$ cat config.mk
export PLATFORM = sky130hd
export DESIGN_NAME = serializer_word_scheduler
export DESIGN_NICKNAME = d
export VERILOG_FILES = /design/src/rtl/serializer_word_scheduler.sv
export SDC_FILE = /design/constraint.sdc
export NUM_CORES = 1
export LEC_CHECK = 0
export ABC_CLOCK_PERIOD_IN_PS = 5700
export BUFFER_PORTS_ARGS = -buffer_cell sky130_fd_sc_hd__buf_2
export CORE_MARGIN = 3
export CORE_UTILIZATION = 60
export DETAILED_ROUTE_END_ITERATION = 6
export HOLD_SLACK_MARGIN = 0.1
export PLACE_DENSITY = 0.84
export REMOVE_ABC_BUFFERS = 1
export SLEW_MARGIN = 40
export SYNTH_ARGS = -nofsm -noshare
export SYNTH_HDL_FRONTEND = slang
export SYNTH_SLANG_ARGS = --single-unit
$ cat constraint.sdc
create_clock -name clk -period 5.7 [get_ports clk]
set_input_delay 0.285 -clock clk [delete_from_list [all_inputs] [get_ports clk]]
set_output_delay 0.285 -clock clk [all_outputs]
set_load 0.05 [all_outputs]
$ cat src/rtl/serializer_word_scheduler.sv
// serializer_word_scheduler
//   Feeds a K-level tree serializer one M-bit word (M = 2**K) per M-cycle frame.
//   Upstream words enter a DEPTH-entry FIFO through valid/ready. The lane holds
//   ser_din stable for a whole frame, runs a slot counter, substitutes IDLE_WORD
//   when the FIFO is empty, and starts/stops cleanly on frame boundaries.
//
// Ports
//   clk          lane clock, rising edge
//   rst          asynchronous reset, active low
//   enable       1 = run the lane, 0 = stop at the next frame boundary
//   in_valid     upstream word valid
//   in_data      upstream word (M bits)
//   in_ready     FIFO not full
//   ser_din      registered word to the serializer, stable for a frame
//   ser_slot     bit slot 0..M-1 within the current frame
//   frame_start  slot 0 of an active frame
//   busy         lane not idle
//   fifo_level   number of stored words
//   uf_count     saturating count of frames filled with IDLE_WORD
module serializer_word_scheduler #(
  parameter int unsigned      K         = 3,
  parameter int unsigned      DEPTH     = 4,
  parameter logic [2**K-1:0]  IDLE_WORD = 8'hA5,
  parameter int unsigned      UF_W      = 16
) (
  input  logic                       clk,
  input  logic                       rst,
  input  logic                       enable,
  input  logic                       in_valid,
  input  logic [2**K-1:0]            in_data,
  output logic                       in_ready,
  output logic [2**K-1:0]            ser_din,
  output logic [K-1:0]               ser_slot,
  output logic                       frame_start,
  output logic                       busy,
  output logic [$clog2(DEPTH):0]     fifo_level,
  output logic [UF_W-1:0]            uf_count
);

  localparam int unsigned M  = 2**K;
  localparam int unsigned AW = $clog2(DEPTH);
  localparam int unsigned LW = AW + 1;
  localparam logic [K-1:0] SlotLast = K'(M - 1);

  typedef enum logic [1:0] {StIdle, StRun, StDrain} state_e;

  state_e          state_q, state_d;
  logic [K-1:0]    slot_q, slot_d;
  logic [M-1:0]    din_q, din_d;
  logic [UF_W-1:0] uf_q, uf_d;
  logic [LW-1:0]   level_q, level_d;
  logic [AW-1:0]   wr_ptr_q, wr_ptr_d;
  logic [AW-1:0]   rd_ptr_q, rd_ptr_d;
  logic [M-1:0]    mem_q [DEPTH];

  logic full, empty, push, pop, load;

  assign full  = (level_q == LW'(DEPTH));
  assign empty = (level_q == '0);
  // Ready comes from the registered level only, so a pop never frees a slot
  // in the same cycle.
  assign push  = in_valid && !full;
  assign pop   = load && !empty;

  // Lane sequencing. RUN and DRAIN both count slots; the only difference is
  // what happens at the boundary, which is decided by enable at that edge.
  // enable=0 seen on the last slot of a RUN frame stops the lane right there
  // rather than draining a further frame.
  always_comb begin
    state_d = state_q;
    slot_d  = slot_q;
    din_d   = din_q;
    uf_d    = uf_q;
    load    = 1'b0;

    unique case (state_q)
      StIdle: begin
        slot_d = '0;
        if (enable) begin
          load    = 1'b1;
          state_d = StRun;
        end
      end
      StRun, StDrain: begin
        slot_d = slot_q + K'(1);
        if (slot_q == SlotLast) begin
          if (enable) begin
            load    = 1'b1;
            state_d = StRun;
          end else begin
            din_d   = IDLE_WORD;
            state_d = StIdle;
          end
        end else begin
          state_d = enable ? StRun : StDrain;
        end
      end
      default: begin
        state_d = StIdle;
        slot_d  = '0;
        din_d   = IDLE_WORD;
      end
    endcase

    // A word pushed on this same edge is not yet counted in level_q, so an
    // empty FIFO here always means an underflow frame.
    if (load) begin
      if (!empty) begin
        din_d = mem_q[rd_ptr_q];
      end else begin
        din_d = IDLE_WORD;
        if (uf_q != '1) begin
          uf_d = uf_q + UF_W'(1);
        end
      end
    end
  end

  always_comb begin
    wr_ptr_d = push ? wr_ptr_q + AW'(1) : wr_ptr_q;
    rd_ptr_d = pop  ? rd_ptr_q + AW'(1) : rd_ptr_q;
    level_d  = level_q;
    case ({push, pop})
      2'b10:   level_d = level_q + LW'(1);
      2'b01:   level_d = level_q - LW'(1);
      default: level_d = level_q;
    endcase
  end

  always_ff @(posedge clk or negedge rst) begin
    if (!rst) begin
      state_q  <= StIdle;
      slot_q   <= '0;
      din_q    <= IDLE_WORD;
      uf_q     <= '0;
      level_q  <= '0;
      wr_ptr_q <= '0;
      rd_ptr_q <= '0;
    end else begin
      state_q  <= state_d;
      slot_q   <= slot_d;
      din_q    <= din_d;
      uf_q     <= uf_d;
      level_q  <= level_d;
      wr_ptr_q <= wr_ptr_d;
      rd_ptr_q <= rd_ptr_d;
    end
  end

  // Storage needs no reset: the pointers and level define what is valid.
  always_ff @(posedge clk) begin
    if (push) begin
      mem_q[wr_ptr_q] <= in_data;
    end
  end

  assign in_ready    = !full;
  assign ser_din     = din_q;
  assign ser_slot    = slot_q;
  assign busy        = (state_q != StIdle);
  assign frame_start = (state_q != StIdle) && (slot_q == '0);
  assign fifo_level  = level_q;
  assign uf_count    = uf_q;

endmodule

==> impl_metrics.yaml <==
layout:
  drive_above_1_share: 0.300
  areaGrowthSynthToFinish_pct: 17.3
  final_cells: 305
  final_nets: 272
  final_core_util: 0.756
  diodes: 0
  fillers: 288
setup_path:
  worstPathMaxFanout: 7
  r2r-end: "fifo_level[2]"
  cp_num_buf_inv: 3
  required_ps: 5960
  worstPathCellList: "inv_1 -> ha_1 -> a21oi_1 -> nor3b_1 -> nand2b_1 -> inv_2 -> ha_1 -> inv_1 -> fa_1 -> xor2_1 -> nor2_1 -> xor2_1"
  worst-path-stages: 12
  critPathSlowestCell: "fa_1"
  ff2ff_path_depth: 12
  worst-setup-path-type: "reg2reg"
  critPathMaxStageDelay_ps: 370
  r2r_slack_ps: 2970
  critPathLaunchType: "flip-flop"
  cp_data_arrival_time_ps: 3000
  reg2reg_from: "state_q[0]"
  crit_path_end_kind: "flip-flop"
  critical-path-top-delay-family: "adder cells"
power_and_ir_drop:
  power_mw: 1.80
  power_leakage_nw: 1.51
  power_density_nw_per_um2: 530
  ir_worst_vdd_mv: 0.275
cts:
  clockRootBuffer: "clkbuf_8"
  clock_path_buffers: 2
  post_cts_buffers: 0
  cts_resized: 0
  cts.clk_slew.worst_paths_ps: 80
  clk_latency_ps: 330
  clock_sinks: 68
  tritoncts: "built"
  numCtsBuffers: 9
  cts_hold_buf: 1
  h-tree-depth: 3
route:
  wl_per_cell_microns: 16.7
  routed-via-count: 1719
  drc: 0
  drtIter0Drc: 158
  ant_nets: 0
  avgViaCountPerCell: 5.64
  drt-total-wl_microns: 5100
  drt-pass1-iter-count: 4
global_route:
  track_usage: 0.199
  grt_pass1_wl_microns: 8210
  grt_max_degree: 37
  grt.overflow.total: 0
  antenna_found_initial: 0
  grt_pass1_vias: 1715
run_status:
  outcome: "finished, final reports clean"
timing:
  max_slew_margin: 0.633
  skew_ps: 8.28
  fmax_mhz: 366
  hold_violations: 0
  drv_slew: 0
  grt_setup_unrepaired: "no"
  setup_violations: 0
  period_share: 0.480
  tns_ps: 0
  timing.final.crit_period_ps: 2730
  worst_slew_pin_slew_ps: 545
logic_synthesis:
  synth_ff_type: "edfxtp_1"
  synth_top_area_cell: "edfxtp_1"
  synthArstFlopShare: 0.529
  synth.avg_cell_area_sq_um: 14.9
  yosysSeqAreaShare: 0.643
  synth_edf_count: 32
  syn_area_sq_um: 2900
  synth_area_leaders: "edfxtp_1 (33%), dfrtp_1 (28%), mux4_2 (6.2%)"
  ys_ff_latch: 68
  synthTopCellsByCount: "dfrtp_1 (32), edfxtp_1 (32), xnor2_1 (16)"
  synth.distinct_cells: 36
  syn_inst: 195
  yosys_warnings: 0
  yosysTopAreaCellShare: 0.331
min_path:
  holdPathEnd: "mem_q[0][4]"
  hp-start: "in_data[4]"
  hold_path.class: "in2reg"
  min_path_cells: 1
flow_run:
  cap_violations: 0
placed_design:
  gp_congestion: 0.822
  hpwl_microns: 3560
  port_buffers: 44
  dp_cells: 288
floorplanning:
  ios: 45
  die_area_sq_um: 5710
  die_height_microns: 75.5
  coreArea_sq_um: 4500
  num_rows: 24
  initial_core_util: 0.644
  die_w_microns: 75.5
-- cells by family after synthesis --
| family | synth area share |
|---|---|
| multiplexers | 0.0694 |
| AO/OA/AOI/OAI | 0.0453 |
| flip-flops | 0.643 |
| adder cells (fa/ha/maj) | 0.0543 |
| XOR/XNOR | 0.0634 |
| AND/OR/NAND/NOR | 0.0992 |
| buffers and inverters | 0.0250 |
-- layout by cell type (no fill, tap or decap), types with 2 or more instances in the layout --
cell,Yosys,layout
buf_2,1,43
dfrtp_1,32,32
edfxtp_1,32,32
xnor2_1,16,16
inv_1,13,13
nand2_1,11,11
ha_1,11,11
clkbuf_8,0,10
mux4_2,8,8
nand3_1,7,7
and3_1,7,7
nor2_1,6,6
nand4_1,6,6
xor2_1,5,5
a22o_1,4,4
o22a_1,4,4
dfstp_2,4,4
and2_1,3,3
o21ai_0,3,3
nor2b_1,2,2
a21oi_1,2,2
nor3b_1,2,2
nand2b_1,2,2
clkinv_4,0,2
clkinv_2,0,2
bufinv_16,0,2
-- final cells by class --
type                            instances  area [sq um]  share of cell area
Multi-Input combinational cell        110           962               0.283
Tap cell                               52          65.1              0.0191
Sequential cell                        68          1870               0.548
Clock buffer                           10           138              0.0404
Inverter                               14          52.6              0.0154
Timing Repair Buffer                   45           233              0.0684
Clock inverter                          6          87.6              0.0257
-- report_power, final --
group          internal, mW  total (mW)  switching (mW)
Sequential            0.638       0.728          0.0906
Combinational         0.222       0.637           0.415
Clock                 0.258       0.438           0.180
Total                  1.12        1.80           0.685
-- metrics by stage --
step                setup WS (ps)  hold slack (ps)  instance area [sq um]
floorplan                    2950            -10.6                   2880
global placement             3080              410                   3170
detailed placement           2970              412                   3170
CTS                          2950              151                   3400
global route                 2730              158                   3400
finish                       2970              169                   3400
-- registers in the layout, summed over array words and instances, names as in the netlist --
name        count
ser_din         8
uf_count       16
fifo_level      3
state_q         2
wr_ptr_q        2
mem_q          32
ser_slot        3
rd_ptr_q        2
-- routing by layer --
layer  GRT usage  vias to the layer above  part of all wire
met5           0                        -                 0
met4      0.0699                        0             0.012
met3      0.0567                        9             0.051
met2       0.321                       46              0.51
met1       0.260                      853              0.43
li1            -                      811                 -
-- worst register-to-register path, cell delays in order, from the launching register on --
cell,delay (ps)
dfrtp_1,360
inv_1,60
ha_1,360
a21oi_1,100
nor3b_1,320
nand2b_1,240
inv_2,180
ha_1,210
inv_1,60
fa_1,370
xor2_1,150
nor2_1,110
xor2_1,140
-- worst max-delay path by stage --
stage | start | endpoint | slack (ps)
finish | state_q[0] | fifo_level[2] | 2970
global route | state_q[1] | fifo_level[2] | 2730
CTS | state_q[0] | fifo_level[2] | 2950
detailed placement | state_q[0] | fifo_level[2] | 2970
global placement | state_q[1] | fifo_level[2] | 3080
floorplan | ser_slot[0] | fifo_level[2] | 2950
(Power assumes the default switching activity.)
